`config.mk`:
```
export PLATFORM = sky130hd
export DESIGN_NAME = dmem_arbiter
export DESIGN_NICKNAME = d
export VERILOG_FILES = /design/src/rtl/dmem_arbiter.sv
export SDC_FILE = /design/constraint.sdc
export NUM_CORES = 1
export LEC_CHECK = 0
export CELL_PAD_IN_SITES_DETAIL_PLACEMENT = 0
export CELL_PAD_IN_SITES_GLOBAL_PLACEMENT = 1
export CORE_ASPECT_RATIO = 1.2
export CORE_MARGIN = 1
export CORE_UTILIZATION = 25
export DETAILED_ROUTE_END_ITERATION = 12
export PLACE_DENSITY_LB_ADDON = 0.3
export SLEW_MARGIN = 25
export SYNTH_ARGS = -nofsm -noshare
export SYNTH_HDL_FRONTEND = slang
export SYNTH_SLANG_ARGS = --single-unit
```
`constraint.sdc`:
```
create_clock -name clk -period 2.3 [get_ports clk]
set_clock_uncertainty 0.05 [all_clocks]
set_input_delay 0.46 -clock clk [delete_from_list [all_inputs] [get_ports clk]]
set_output_delay 0.46 -clock clk [all_outputs]
set_load 0.02 [all_outputs]
```
`src/rtl/dmem_arbiter.sv`:
```
// dmem_arbiter: two-port round-robin arbiter in front of a single-port data memory.
// Optional macro DMEM_ARB_LOCK_EN adds m0_lock for atomic read-modify-write by port 0.
`ifndef DSIZE
`define DSIZE 16
`endif

module dmem_arbiter #(
  parameter int AW        = `DSIZE,
  parameter int DW        = `DSIZE,
  parameter int MAX_BURST = 4
) (
  input  logic          clk,
  input  logic          rst,
  input  logic          m0_req,
  input  logic          m0_wen,
  input  logic [AW-1:0] m0_addr,
  input  logic [DW-1:0] m0_wdata,
`ifdef DMEM_ARB_LOCK_EN
  input  logic          m0_lock,
`endif
  output logic          m0_gnt,
  output logic          m0_rvalid,
  input  logic          m1_req,
  input  logic          m1_wen,
  input  logic [AW-1:0] m1_addr,
  input  logic [DW-1:0] m1_wdata,
  output logic          m1_gnt,
  output logic          m1_rvalid,
  output logic [DW-1:0] rdata,
  output logic          mem_wen,
  output logic [AW-1:0] mem_addr,
  output logic [DW-1:0] mem_wdata,
  input  logic [DW-1:0] mem_rdata
);

  typedef enum logic [1:0] {IDLE, OWN0, OWN1} state_t;

  state_t        state;
  logic          last;
  logic [3:0]    burst_cnt;
  logic [1:0]    rd_tag;
  logic [AW-1:0] addr_q;
  logic [DW-1:0] wdata_q;
  logic          g0, g1;
  logic          under;
  logic          lock0;
  logic [3:0]    cnt_inc;

  assign under   = burst_cnt < 4'(MAX_BURST - 1);
  assign cnt_inc = (burst_cnt == 4'hf) ? burst_cnt : burst_cnt + 4'd1;

`ifdef DMEM_ARB_LOCK_EN
  assign lock0 = (state == OWN0) && m0_lock;
`else
  assign lock0 = 1'b0;
`endif

  // Grant select; the owner keeps the port until its burst budget runs out.
  always_comb begin
    g0 = 1'b0;
    g1 = 1'b0;
    unique case (state)
      OWN0: begin
        g0 = m0_req && (lock0 || !m1_req || under);
        g1 = !g0 && m1_req;
      end
      OWN1: begin
        g1 = m1_req && (!m0_req || under);
        g0 = !g1 && m0_req;
      end
      default: begin
        g0 = m0_req && (!m1_req || last);
        g1 = m1_req && (!m0_req || !last);
      end
    endcase
    if (!rst) begin
      g0 = 1'b0;
      g1 = 1'b0;
    end
  end

  assign m0_gnt    = g0;
  assign m1_gnt    = g1;
  assign mem_wen   = (g0 && m0_wen) || (g1 && m1_wen);
  assign mem_addr  = g0 ? m0_addr  : (g1 ? m1_addr  : addr_q);
  assign mem_wdata = g0 ? m0_wdata : (g1 ? m1_wdata : wdata_q);
  assign m0_rvalid = rd_tag[0] && rst;
  assign m1_rvalid = rd_tag[1] && rst;
  assign rdata     = mem_rdata;

  // Ownership, burst count, held memory drive and pending-read tags.
  always_ff @(posedge clk) begin
    if (!rst) begin
      state     <= IDLE;
      last      <= 1'b1;
      burst_cnt <= 4'd0;
      rd_tag    <= 2'b00;
      addr_q    <= '0;
      wdata_q   <= '0;
    end else begin
      rd_tag <= {g1 && !m1_wen, g0 && !m0_wen};
      if (g0 || g1) begin
        addr_q  <= mem_addr;
        wdata_q <= mem_wdata;
      end
      if (g0) begin
        state     <= OWN0;
        last      <= 1'b0;
        burst_cnt <= (state == OWN0) ? cnt_inc : 4'd0;
      end else if (g1) begin
        state     <= OWN1;
        last      <= 1'b1;
        burst_cnt <= (state == OWN1) ? cnt_inc : 4'd0;
      end else begin
        state     <= IDLE;
        burst_cnt <= 4'd0;
      end
    end
  end

endmodule

```
==> summary.md <==
| Metric | Value |
|---|---|
| Inst Count DP | 487 |
| Detailed Routing Iterations Pass 1 | 4 |
| Drt total wl | 7.75 mm |
| Clock sink count | 41 |
| Worst Tran Pin Value | 0.314 ns |
| Routed len/inst | 14.5 µm |
| Initial antenna violation count | 0 |
| Mean post-synth cell area | 9.84 µm² |
| DRT antenna net count | 0 |
| Longest Clk Path Bufs | 2 |
| Synth top area share | 0.334 |
| Commonest non-fill, non-tap cells in the layout | clkdlybuf4s50_1 (66), buf_4 (51), buf_6 (48), dfxtp_1 (39) |
| Ports | 139 |
| Die Wd | 92.6 µm |
| P&R area growth vs syn | 97.8% |
| Pwr per Cell Area | 522 nW/µm² |
| Vias | 2457 |
| Crit path DAT | 2.49 ns |
| Antenna cells | 0 |
| Final min period | 3.00 ns |
| Post-Syn Area | 2460 µm² |
| Max_slew headroom | 0.790 |
| Setup TNS | -22.68 ns |
| Library cells used by synthesis | 35 |
| Starting Density | 0.257 |
| Crit share post-route | 1.30 |
| Non-filler cells, final | 533 |
| Clock Latency Late Sink | 0.28 ns |
| Synth Register Bits | 41 |
| FFs w/ async S/R, synth | 0 |
| Setup crit end kind | primary output |
| Routed vias/inst | 4.61 |
| Max-Cap Viols | 0 |
| Synth area leader | dfxtp_1 |
| Post-DP HPWL | 4.59 mm |
| Hold Vio Cnt, Final | 0 |
| Vias in the first global route | 2635 |
| Register area share after synthesis | 0.334 |
| CTS Root Cell | clkbuf_16 |
| GRT Overall Usage | 0.158 |
| Unrepaired setup endpoints after global routing | yes |
| Count of hold-fix buffers inserted at cts | 0 |
| Core area | 9560 µm² |
| Overflow after GRT | 0 |
| Nets@finish | 496 |
| Setup ws final | -0.697 ns |
| Max-slew violation count | 0 |
| Worst vdd ir | 254 µV |
| Worst endpoint required time | 1.79 ns |
| CTS tree | yes |
| Num rows | 39 |
| Yosys warnings | 0 |
| DRC viols | 0 |
| Share of layout cells above drive strength 1 | 0.485 |
| Worst slack, placed | -1.13 ns |
| Commonest non-fill, non-tap cell in the layout | clkdlybuf4s50_1 |
| First-pass GRT wire length | 12.7 mm |
| TritonCTS Buffers | 5 |
| Ys flop type | dfxtp_1 |
| Status | finished with violations |
| Worst setup path class | reg2out |
| CTS H-tree lvls | 2 |
| CP Launch Type | flop |
| Placer Congestion | 0.773 |
| Syn nets | 337 |
| Final setup violation count | 37 |
| Leak | 2.06 nW |
| Worst min path class | reg2reg |
| Failing checks | negative setup slack |
| Final Util | 0.509 |
| Largest net degree at the start of global routing | 27 |
| Crit Path Max Fanout | 7 |
| Top post-synthesis cells by area | dfxtp_1 (33%), a22o_1 (12%), nor3b_2 (10%) |
| PortBufs | 106 |
| Full die area | 10200 µm² |
| Cells after Synth | 250 |
| Die Y | 111 µm |
| Number of synthesized flops with an enable pin | 0 |
| Worst-path clk slew | 0.06 ns |
| Starting DRC count in detailed routing | 38 |
| Fmax | 334 MHz |
layout make-up:
| class | instances | area, µm² |
|---|---|---|
| well taps | 123 | 154 |
| inverters | 2 | 7.51 |
| multi-input cells | 171 | 1700 |
| fillers | 893 | 4700 |
| flip-flops and latches | 41 | 823 |
| clock inverters | 3 | 17.5 |
| clock buffers | 5 | 125 |
| repair buffers | 188 | 2040 |
cells in the mapped netlist, types with 2 or more instances:
cell / n
dfxtp_1: 41
a22o_1: 33
o21a_1: 32
or2_1: 32
buf_4: 20
nor3b_2: 20
nor3b_1: 13
clkbuf_1: 9
nor2_1: 7
nand2_1: 6
buf_2: 4
buf_6: 3
nor2b_1: 3
a211oi_1: 2
and2_1: 2
inv_1: 2
nand2b_1: 2
nand3_1: 2
cell families after synthesis:
logic type / after synthesis / synth area share
AO/OA/AOI/OAI: 76 / 0.274
XOR/XNOR: 1 / 0.00356
adder cells (fa/ha/maj): 1 / 0.00508
buffers and inverters: 38 / 0.0996
flip-flops: 41 / 0.334
multiplexers: 1 / 0.00407
AND/OR/NAND/NOR: 92 / 0.280
path summary, 6_finish.rpt:
path / startpoint / end / slack [ns] / cells after the start
max: burst_cnt[1] / mem_addr[7] / -0.70 / 10
min: last / last / 0.50 / 2
max reg2reg: burst_cnt[1] / addr_q[12] / -0.06 / 11
min reg2reg: last / last / 0.50 / 2
registers in the layout (all words and copies together) (netlist names):
signal and count:
rd_tag 2, wdata_q 16, burst_cnt 4, addr_q 16
last 1, state 2
per-stage QoR:
stage | total power, mW | hold WS, ns | area (µm²)
floorplan | 1.29 | 0.427 | 2590
global placement | 1.63 | 0.485 | 3950
detailed placement | 1.63 | 0.493 | 3950
CTS | 2.59 | 0.509 | 4930
global route | 2.67 | 0.553 | 4870
finish | 2.54 | 0.500 | 4870
power breakdown:
part           internal, mW  switching, mW  leakage, nW
Clock                 0.398          0.293       0.0696
Combinational         0.658          0.411         1.65
Sequential            0.762         0.0175        0.337
Total                  1.82          0.721         2.06
critical path, stage by stage, from the launching register on:
cell and delay [ns]:
dfxtp_2 0.34, ha_4 0.15, or3_4 0.35, buf_6 0.13, o221ai_4 0.19, a211oi_4 0.10
buf_6 0.16, buf_16 0.14, a22o_1 0.24, or2_4 0.25, buf_6 0.13
metal layers:
layer	vias to the layer above	share of wire	track usage	wire, µm
met2	60	0.56	0.308	4360
met1	1175	0.38	0.166	2960
met4	0	0.013	0.0490	99
met5	-	0	0	0
met3	8	0.043	0.0281	331
li1	1214	-	-	-
repair_timing:
item / CTS / global route
resized for setup: 270 / 19
endpoints found under the setup margin: 37 / 63
setup buffers: 39 / 11
pin swaps: 107 / 32
gates cloned: 8 / 0
Power figures use the tool's default switching activity.
